--- src/rtl/serial_adder.sv ---
// serial_adder: bit-serial adder. One full-adder cell processes one bit per
// clock, LSB first, so a WIDTH-bit add takes WIDTH clocks in RUN plus one
// cycle in DONE.
// Optional build macro: SERIAL_ADDER_OVF_EN adds the 'ovf' output, a signed
// overflow flag.

// sc2_block: single-bit full adder. This is the only adder cell in the design.
module sc2_block (
  output logic s,
  output logic c_out,
  input  logic a,
  input  logic b,
  input  logic cin
);
  assign s     = a ^ b ^ cin;
  assign c_out = (a & b) | (cin & (a ^ b));
endmodule

module serial_adder #(
  parameter int WIDTH = 8
) (
  input  logic             clk,
  input  logic             reset,
  input  logic             start,
  input  logic [WIDTH-1:0] a,
  input  logic [WIDTH-1:0] b,
  input  logic             cin,
  output logic [WIDTH-1:0] sum,
  output logic             cout,
  output logic             busy,
  output logic             done
`ifdef SERIAL_ADDER_OVF_EN
  ,
  output logic             ovf
`endif
);

  // The counter must be able to hold the value WIDTH, because it still
  // increments on the last RUN edge.
  localparam int CW = $clog2(WIDTH + 1);

  typedef enum logic [1:0] {S_IDLE, S_RUN, S_DONE} state_t;

  state_t         state, state_nxt;
  logic [WIDTH-1:0] a_sh, b_sh;
  logic           carry;
  logic [CW-1:0]  cnt;
  logic           load, step, last;
  logic           fa_s, fa_c;

  sc2_block u_fa (
    .s     (fa_s),
    .c_out (fa_c),
    .a     (a_sh[0]),
    .b     (b_sh[0]),
    .cin   (carry)
  );

  // State register.
  always_ff @(posedge clk) begin
    if (reset) state <= S_IDLE;
    else       state <= state_nxt;
  end

  // Next-state logic. DONE always returns to IDLE, so start cannot be queued.
  always_comb begin
    state_nxt = state;
    case (state)
      S_IDLE:  if (start) state_nxt = S_RUN;
      S_RUN:   if (last)  state_nxt = S_DONE;
      S_DONE:  state_nxt = S_IDLE;
      default: state_nxt = S_IDLE;
    endcase
  end

  // Outputs and datapath controls decoded from the current state.
  always_comb begin
    busy = (state == S_RUN);
    done = (state == S_DONE);
    load = (state == S_IDLE) && start;
    step = (state == S_RUN);
    last = (state == S_RUN) && (cnt == CW'(WIDTH - 1));
  end

  // Datapath. Operands shift right into the adder, and each sum bit enters at
  // the MSB, so after WIDTH steps the sum register holds the result in order.
  always_ff @(posedge clk) begin
    if (reset) begin
      a_sh  <= '0;
      b_sh  <= '0;
      carry <= 1'b0;
      cnt   <= '0;
      sum   <= '0;
      cout  <= 1'b0;
    end else if (load) begin
      a_sh  <= a;
      b_sh  <= b;
      carry <= cin;
      cnt   <= '0;
      sum   <= '0;
      cout  <= 1'b0;
    end else if (step) begin
      a_sh  <= {1'b0, a_sh[WIDTH-1:1]};
      b_sh  <= {1'b0, b_sh[WIDTH-1:1]};
      carry <= fa_c;
      cnt   <= cnt + 1'b1;
      sum   <= {fa_s, sum[WIDTH-1:1]};
      if (last) cout <= fa_c;
    end
  end

`ifdef SERIAL_ADDER_OVF_EN
  // Signed overflow: on the MSB step, the carry into the MSB differs from the
  // carry out of it.
  always_ff @(posedge clk) begin
    if (reset || load) ovf <= 1'b0;
    else if (last)     ovf <= carry ^ fa_c;
  end
`endif

endmodule

--- config.mk ---
export PLATFORM = sky130hd
export DESIGN_NAME = serial_adder
export DESIGN_NICKNAME = d
export VERILOG_FILES = /design/src/rtl/serial_adder.sv
export SDC_FILE = /design/constraint.sdc
export NUM_CORES = 1
export LEC_CHECK = 0
export ABC_AREA = 1
export CAP_MARGIN = 10
export CORE_MARGIN = 8
export CORE_UTILIZATION = 35
export CTS_BUF_LIST = sky130_fd_sc_hd__clkbuf_2
export DETAILED_ROUTE_END_ITERATION = 7
export GPL_TIMING_DRIVEN = 0
export SYNTH_ARGS = -nofsm -noshare
export SYNTH_HDL_FRONTEND = slang
export SYNTH_SLANG_ARGS = --single-unit
--- constraint.sdc ---
create_clock -name clk -period 1.5 [get_ports clk]
set_clock_uncertainty 0.05 [all_clocks]
set_input_delay 0.3 -clock clk [delete_from_list [all_inputs] [get_ports clk]]
set_output_delay 0.3 -clock clk [all_outputs]
set_load 0.02 [all_outputs]
---- Yosys cells after proc, flatten, opt, wreduce, memory -nomap -nowiden ----
Cells that the tools add are included.
operators by class
  add/subtract/negate cells ............... 1
  equality and inequality tests ........... 5
  mux-type cells .......................... 9
  bitwise operators ....................... 5
  reductions and logical operators ........ 7
operator list
  cell                 number
  $mux 8               4
  $add 4x1->4 const B  1
  $eq 4x3->1 const B   1
  $mux 2               2
  $pmux 2 s2           1
  $reduce_and 2->1     2
  $and 1x1->1          2
  $eq 2x1->1 const B   1
  $eq 2x2->1 const B   1
  $logic_and 1x1->1    2
  $logic_not 2->1      1
  $mux 1               2
  $ne 2x1->1 const B   1
  $ne 2x2->1 const B   1
  $reduce_bool 2->1    1
  $reduce_or 2->1      1
  $xor 1x1->1          2
  $or 1x1->1           1
storage, ports and cells
  flip-flop bits (word level) ............. 32
  bits of input ports ..................... 20
  output and inout bits ................... 11
  word-level logic and storage cells ...... 34

---- Longest topological paths before layout ----
Gate-level depths: netlist of run 1.
  depth after elaboration ................. 5
  depth in mapped cells ................... 7
  gate-level depth less buffers ........... 7

---- Hierarchy ----
A second synthesis of run 1 with hierarchy kept.
unflattened totals
  cell total of the unflattened synthesis .. 221
  area, all modules ....................... 1586.5 um^2
modules (own cells, without submodules)
  module        instances  cells an instance  area an instance (um^2)  sequential area each (um^2)
  serial_adder  1          220                1566.5                   640.6
  sc2_block     1          1                  20.0                     0.0

---- Worst setup path after synthesis of run 1 ----
OpenSTA, ideal clock, no wires.
  path type ............................... reg2out
  from .................................... register state[0]
  to ...................................... output port busy
  arrival time ............................ 0.841 ns
  required time ........................... 1.150 ns
  slack ................................... 0.309 ns
  stages on the path, launching flop included .. 5
  path buffers ............................ 2
  cells stage by stage .................... dfxtp_1 > inv_2 > nor2_2 > buf_6 > buf_6
between the ends
  longest elaborated chain between the ends .. 1
ends and longest elaborated chain
  element                 line  text
  from (decl)             44    state_t state, state_nxt;
  from (signal assigned)  62    else state <= state_nxt;
  $eq 2x1->1              78    busy = (state == S_RUN);
  to (decl)               30    output logic busy,
No other way between the ends.

---- Worst setup path after layout of run 1 ----
  from .................................... register state[1]
  to ...................................... output port busy
Same word-level chain as after synthesis.

==> out/qor.yml, run 1 <==
routabilityCongestion: 0.753
grt_pass1_wl_um: 6110
cp-end-kind: "output port"
crit_arrival_ps: 1150
maxCapViolations: 0
synth_nets: 234
finalMaxSlewViolations: 0
powerDensity_nw_per_um2: 903
clock.fmax_mhz: 667
wl_per_cell_um: 12.4
multi_input_area_sq_um: 734
worst-setup-path-type: "flop to output port"
hold_start: "reset"
worstSkewPairLatency_ps: 390
drt_iter0_markers: 67
dr_total_vias: 1503
die_w_um: 81.3
r2r_start: "state[1]$_SDFFE_PP0P_"
clk_pin_slew_ps: 180
slew_headroom_pct: 68.1
coreArea_sq_um: 4060
ys_types: 20
p_seq_share_pct: 50.0
placed_cell_area_sq_um: 1840
cp-start-kind: "flop"
start_util_pct: 36.8
die_h_um: 81.3
ios: 31
setup_viol: 0
instances_no_fill: 308
synthArstFlopShare_pct: 0
r2r_cells: 6
die-area_sq_um: 6610
drcViolationCount: 0
power_switching_w: 0.000499
yosysTopAreaCell: "dfxtp_1"
ant_nets: 0
yosys_warnings: 0
viasPerCell: 4.88
pwr-share-comb_pct: 17.9
crit_end: "busy"
rsz0062_at_grt: "yes"
num_rows: 23
syn_inst: 212
first_global_vias: 1382
dp_cells: 290
synth-seq-area-share_pct: 42.9
dpl.hpwl_um: 2660
n_antenna_cell: 0
htreeDepth: 2
tns_ps: 0
clkSinkCount: 32
met1_usage_pct: 13.9
regArea_sq_um: 648
min_period_ps: 1500
root_buffer: "clkbuf_2"
postCtsHoldBufs: 0
cts_made_buffers: 5
antenna_found_initial: 0
status: "complete, no violations"
p_sw_share_pct: 27.6
use_met3_pct: 3.86
netlist_area_sq_um: 1490
netlist.area_leader.share_pct: 42.9
p_clk_share_pct: 32.1
syn_to_final_growth_pct: 34.0
finalInstanceArea_sq_um: 2000
yosys-top-cells-count: "73 x nand2_1, 32 x dfxtp_1, 31 x nand3_1"
syn_area_per_cell_sq_um: 7.05
cp.required_ps: 1150
synth.most_common_cell: "nand2_1"
grt_max_degree: 11
layout.nets: 279
clock_path_buffers: 2
power.leakage_nw: 0.913
wl_um: 3820
first_pass_iters: 4
ir_drop_uv: 667
hold_violations: 0
grt_overflow_total: 0
hp-class: "input port to flop"
busiest_layer: "met2"
grt_use_met2_pct: 19.3
final_core_util_pct: 49.3
final.period_utilization_pct: 99.9
ff2ff_setup_slack_ps: 140
ys_ff_latch: 32
tightest_slew_ps: 479
p_int_w: 0.00131
path_max_fanout: 6
crit_path_start: "state[1]$_SDFFE_PP0P_"
synth_enable_flop_cells: 0
drive_gt1_share_pct: 16.7
grt_usage_pct: 11.9
io_buffers: 28
r2r_end: "cnt[0]$_SDFFE_PP0P_"
fillers: 430
synth_ff_type: "dfxtp_1"
cts_tree: "done"
synth_area_leaders: "dfxtp_1 43%, nand2_1 18%, nand3_1 10%"
power_w: 0.00181
[critical path, stage by stage, from the launching register on]
cell and delay, ps:
dfxtp_4 390, nor2_4 120, buf_8 130, buf_6 110
[per-layer routing]
| metal | share of wire [%] | wire (um) |
|---|---|---|
| met5 | 0 | 0 |
| met3 | 6.1 | 232 |
| met1 | 46 | 1770 |
| met4 | 1.6 | 62 |
| met2 | 46 | 1760 |
[power by group through the flow]
stage          combinational, W  sequential, W  clock (W)
2_1_floorplan          0.000175       0.000923          0
3_3_place_gp           0.000277       0.000925          0
3_5_place_dp           0.000277       0.000926          0
4_1_cts                0.000289       0.000904   0.000595
5_1_grt                0.000355       0.000907   0.000630
6_report               0.000323       0.000903   0.000581
[metrics by stage]
| step | hold slack, ps | setup WS [ps] |
|---|---|---|
| 5_1_grt | 117 | -52.3 |
| 3_5_place_dp | 411 | -359 |
| 4_1_cts | 103 | -172 |
| 3_3_place_gp | 400 | -350 |
| 6_report | 112 | 1.49 |
| 2_1_floorplan | 393 | 309 |
[sequential cells by signal, summed over array words and instances, names as in the netlist]
register  count
cout          1
sum           8
cnt           4
a_sh          8
b_sh          8
state         2
carry         1
[layout make-up]
type / count / area share [%]
well taps: 50 / 3.13
multi-input cells: 157 / 36.7
flip-flops and latches: 32 / 32.4
inverters: 9 / 1.69
repair buffers: 39 / 18.5
clock inverters: 3 / 1.88
clock buffers: 5 / 1.25
plain buffers: 13 / 4.50
[logic make-up (layout without fill, tap and decap cells)]
kind of cell | after synthesis | in the layout | synth area share [%]
buf+inv | 23 | 69 | 8.79
flops | 32 | 32 | 42.9
fa+ha+maj | 2 | 2 | 2.18
compound gates | 13 | 13 | 4.35
simple gates | 141 | 141 | 41.2
xor+xnor | 1 | 1 | 0.586
[worst min-delay path by stage]
stage,to,slack (ps),cells past startpoint
after CTS,state[1]$_SDFFE_PP0P_,100,2
after floorplan,a_sh[7]$_SDFFE_PP0P_,390,2
after global routing,state[1]$_SDFFE_PP0P_,120,2
final,state[1]$_SDFFE_PP0P_,110,2
after global placement,sum[0]$_SDFFE_PP0P_,400,2
after detailed placement,sum[0]$_SDFFE_PP0P_,410,2
[layout by cell type, fill, tap and decap left out, types with 2 or more instances in the layout]
master	n
buf_2	6
dfxtp_1	30
inv_1	7
nand3_1	31
dfxtp_4	2
a21oi_1	12
buf_4	11
nor2_4	3
nand2_1	73
buf_6	5
clkinv_1	2
clkdlybuf4s15_1	5
nor2_1	19
inv_2	2
clkbuf_2	8
nand2_2	3
nand4_1	12
clkdlybuf4s50_1	17
[repair_timing]
action | CTS | global route
pin swaps | 1 | 1
gates cloned | 0 | 1
gates resized for setup | 27 | 15
buffers inserted | 1 | 9
endpoints found under the setup margin | 11 | 10
Power figures use the tool's default switching activity.
==> run 2, diff against run 1 <==
Settings changed: CORE_MARGIN 8 to unset.
==> out/qor.yml, run 2 (same netlist as run 1, synthesis figures left out) <==
die-area_sq_um: 4530
start_util_pct: 36.8
hold_violations: 0
routabilityCongestion: 0.747
grt_usage_pct: 17.3
grt_overflow_total: 0
layout_commonest_cell: "nand2_1"
slew_headroom_pct: 69.5
tightest_slew_ps: 458
cts_tree: "done"
r2r_cells: 6
grt_pass1_wl_um: 5780
ff2ff_setup_slack_ps: 110
final.period_utilization_pct: 98.8
crit_end: "busy"
clk_pin_slew_ps: 170
wl_um: 3480
n_antenna_cell: 0
dpl.hpwl_um: 2400
coreArea_sq_um: 4060
status: "complete, no violations"
dr_total_vias: 1493
setup_viol: 0
clock_path_buffers: 2
cp-start-kind: "flop"
drt_iter0_markers: 72
worstSkewPairLatency_ps: 370
clkSinkCount: 32
ant_nets: 0
layout_common_cells: "73 x nand2_1, 31 x nand3_1, 30 x dfxtp_1"
finalInstanceArea_sq_um: 1960
tns_ps: 0
die_w_um: 67.3
ios: 31
viasPerCell: 4.86
power_w: 0.00162
drcViolationCount: 0
cp.required_ps: 1150
antenna_found_initial: 0
dp_cells: 290
die_h_um: 67.3
r2r_start: "state[0]$_SDFFE_PP0P_"
largestRegisters: "a_sh (8), b_sh (8), sum (8)"
crit_arrival_ps: 1130
drive_gt1_share_pct: 16.0
clock.fmax_mhz: 675
postCtsHoldBufs: 0
power.leakage_nw: 0.911
syn_to_final_growth_pct: 31.2
instances_no_fill: 307
io_buffers: 28
powerDensity_nw_per_um2: 824
num_rows: 23
worst-setup-path-type: "flop to output port"
grt_max_degree: 11
cp-end-kind: "output port"
min_period_ps: 1480
placed_cell_area_sq_um: 1840
ir_drop_uv: 483
root_buffer: "clkbuf_2"
hp-class: "input port to flop"
layout.nets: 279
cts_made_buffers: 5
wl_per_cell_um: 11.3
path_max_fanout: 9
htreeDepth: 2
finalMaxSlewViolations: 0
first_global_vias: 1311
crit_path_start: "state[1]$_SDFFE_PP0P_"
rsz0062_at_grt: "yes"
first_pass_iters: 4
r2r_end: "sum[0]$_SDFFE_PP0P_"
maxCapViolations: 0
-- run 2: repair_timing --
item,CTS,global route
gates cloned,0,0
resized for setup,28,5
buffers inserted,1,10
setup endpoints to repair,11,6
-- run 2: critical path, cell delays in order (launching register included) --
cell and delay (ps):
dfxtp_2 380, nor2_4 120, buf_8 140, buf_6 120
-- run 2: worst min-delay path by stage --
stage	cells past startpoint	slack, ps	from	to
4_1_cts	2	130	reset	state[0]$_SDFFE_PP0P_
3_5_place_dp	2	420	sum[0]$_SDFFE_PP0P_	sum[0]$_SDFFE_PP0P_
6_report	2	130	reset	state[0]$_SDFFE_PP0P_
2_1_floorplan	2	390	a[7]	a_sh[7]$_SDFFE_PP0P_
3_3_place_gp	2	400	sum[0]$_SDFFE_PP0P_	sum[0]$_SDFFE_PP0P_
5_1_grt	2	130	reset	state[0]$_SDFFE_PP0P_
-- run 2: routing by layer --
metal | wire length (um) | share of wire, % | global-route usage, %
met5 | 0 | 0 | 0
met3 | 131 | 3.8 | 4.05
met1 | 1660 | 48 | 21.6
met4 | 42 | 1.2 | 7.18
met2 | 1640 | 47 | 28.5
-- run 2: area by class of cell --
| cell class | count | area [sq um] |
|---|---|---|
| Buffer | 13 | 90.1 |
| Inverter | 9 | 33.8 |
| Clock buffer | 6 | 30.0 |
| Timing Repair Buffer | 39 | 359 |
| Fill cell | 434 | 2100 |
| Clock inverter | 1 | 5.00 |
| Sequential cell | 32 | 646 |
| Multi-Input combinational cell | 157 | 734 |
| Tap cell | 50 | 62.6 |
-- run 2: report_power, final --
part | switching [W] | internal [W]
Combinational | 0.000166 | 0.000148
Sequential | 0.0000197 | 0.000884
Clock | 0.000286 | 0.000111
-- run 2: through the flow --
| step | utilization [%] | setup slack (ps) | hold slack, ps |
|---|---|---|---|
| floorplan | - | 309 | 393 |
| global placement | 45.3 | -351 | 400 |
| detailed placement | 45.3 | -359 | 417 |
| CTS | 46.6 | -130 | 134 |
| global route | 48.3 | -34.0 | 127 |
| finish | 48.3 | 18.7 | 134 |
==> run 3, diff against run 2 <==
Settings changed: PLACE_DENSITY_LB_ADDON set to 0.2.
==> out/qor.yml, run 3 (same netlist as run 1, synthesis figures left out) <==
status: "complete, no violations"
die-area_sq_um: 4530
viasPerCell: 4.85
slew_headroom_pct: 67.6
layout_commonest_cell: "nand2_1"
die_w_um: 67.3
r2r_end: "sum[3]$_SDFFE_PP0P_"
multi_input_area_sq_um: 734
layout_common_cells: "73 x nand2_1, 31 x nand3_1, 30 x dfxtp_1"
use_met3_pct: 5.91
cts_tree: "done"
regArea_sq_um: 648
die_h_um: 67.3
r2r_start: "state[0]$_SDFFE_PP0P_"
hold_violations: 0
antenna_found_initial: 0
finalMaxSlewViolations: 0
power.leakage_nw: 0.921
drive_gt1_share_pct: 15.6
cts_made_buffers: 5
holdPathEnd: "state[1]$_SDFFE_PP0P_"
final.period_utilization_pct: 99.9
hp-class: "input port to flop"
num_rows: 23
grt_max_degree: 11
layout.nets: 278
worst-setup-path-type: "flop to output port"
grt_overflow_total: 0
dpl.hpwl_um: 2380
postCtsHoldBufs: 0
ff2ff_setup_slack_ps: 160
coreArea_sq_um: 4060
crit_arrival_ps: 1150
clock.fmax_mhz: 667
r2r_cells: 6
routabilityCongestion: 0.748
first_global_vias: 1297
powerDensity_nw_per_um2: 836
first_pass_iters: 4
grt_use_met2_pct: 27.5
ir_drop_uv: 391
path_max_fanout: 5
drcViolationCount: 0
dp_cells: 290
clock_path_buffers: 2
clk_pin_slew_ps: 160
ios: 31
cp-start-kind: "flop"
wl_um: 3510
finalInstanceArea_sq_um: 1950
hold_start: "reset"
grt_pass1_wl_um: 5810
cp-end-kind: "output port"
io_buffers: 28
instances_no_fill: 307
fillers: 408
power_w: 0.00163
grt_usage_pct: 17.6
clkSinkCount: 32
placed_cell_area_sq_um: 1840
ant_nets: 0
setup_viol: 0
n_antenna_cell: 0
start_util_pct: 36.8
cp.required_ps: 1150
tightest_slew_ps: 486
min_period_ps: 1500
met1_usage_pct: 22.1
maxCapViolations: 0
rsz0062_at_grt: "yes"
whs_path_depth: 2
dr_total_vias: 1488
drt_iter0_markers: 104
htreeDepth: 2
busiest_layer: "met2"
largestRegisters: "a_sh (8), b_sh (8), sum (8)"
wl_per_cell_um: 11.4
root_buffer: "clkbuf_2"
syn_to_final_growth_pct: 30.6
worstSkewPairLatency_ps: 380
[run 3: worst max path at each step]
stage	depth (start not counted)	start	endpoint	slack, ps
after global placement	5	state[0]$_SDFFE_PP0P_	busy	-350
final	4	state[0]$_SDFFE_PP0P_	busy	0.8
after global routing	4	state[0]$_SDFFE_PP0P_	busy	-70
after floorplan	4	state[0]$_SDFFE_PP0P_	busy	310
after detailed placement	5	state[0]$_SDFFE_PP0P_	busy	-350
after CTS	4	state[1]$_SDFFE_PP0P_	busy	-190
[run 3: final cells by class]
cell class | count | share of cell area [%]
buffer | 13 | 4.55
timing repair buffer | 38 | 17.6
clock inverter | 1 | 0.192
clock buffer | 7 | 1.80
sequential | 32 | 33.2
inverter | 9 | 1.73
tap | 50 | 3.21
multi-input combinational | 157 | 37.7
[run 3: per-layer routing]
metal | part of all wire, % | wire length [um]
met1 | 49 | 1720
met2 | 45 | 1580
met5 | 0 | 0
met4 | 1.5 | 51
met3 | 4.5 | 159
[run 3: worst max-delay path, stage by stage (launching register included)]
cell and delay (ps):
dfxtp_4 380, inv_2 40, nor2_4 110, buf_6 130
buf_6 110
[run 3: repair_timing]
| item | 4_1_cts | 5_1_grt |
|---|---|---|
| pin swaps | 0 | 2 |
| buffers inserted | 1 | 8 |
| endpoints found under the setup margin | 11 | 9 |
| cloned | 0 | 1 |
| resized for setup | 25 | 4 |
[run 3: per-stage QoR]
stage | setup TNS [ps] | setup slack, ps | hold WS (ps) | utilization (%)
6_report | 0 | 0.751 | 134 | 48.1
5_1_grt | -104 | -65.9 | 119 | 48.1
3_5_place_dp | -429 | -354 | 412 | 45.3
3_3_place_gp | -422 | -348 | 401 | 45.3
2_1_floorplan | 0 | 309 | 393 | -
4_1_cts | -192 | -192 | 126 | 46.4
[run 3: power breakdown]
part	internal [W]	switching, W
clock network	0.000125	0.000294
registers	0.000883	0.0000195
logic	0.000143	0.000167
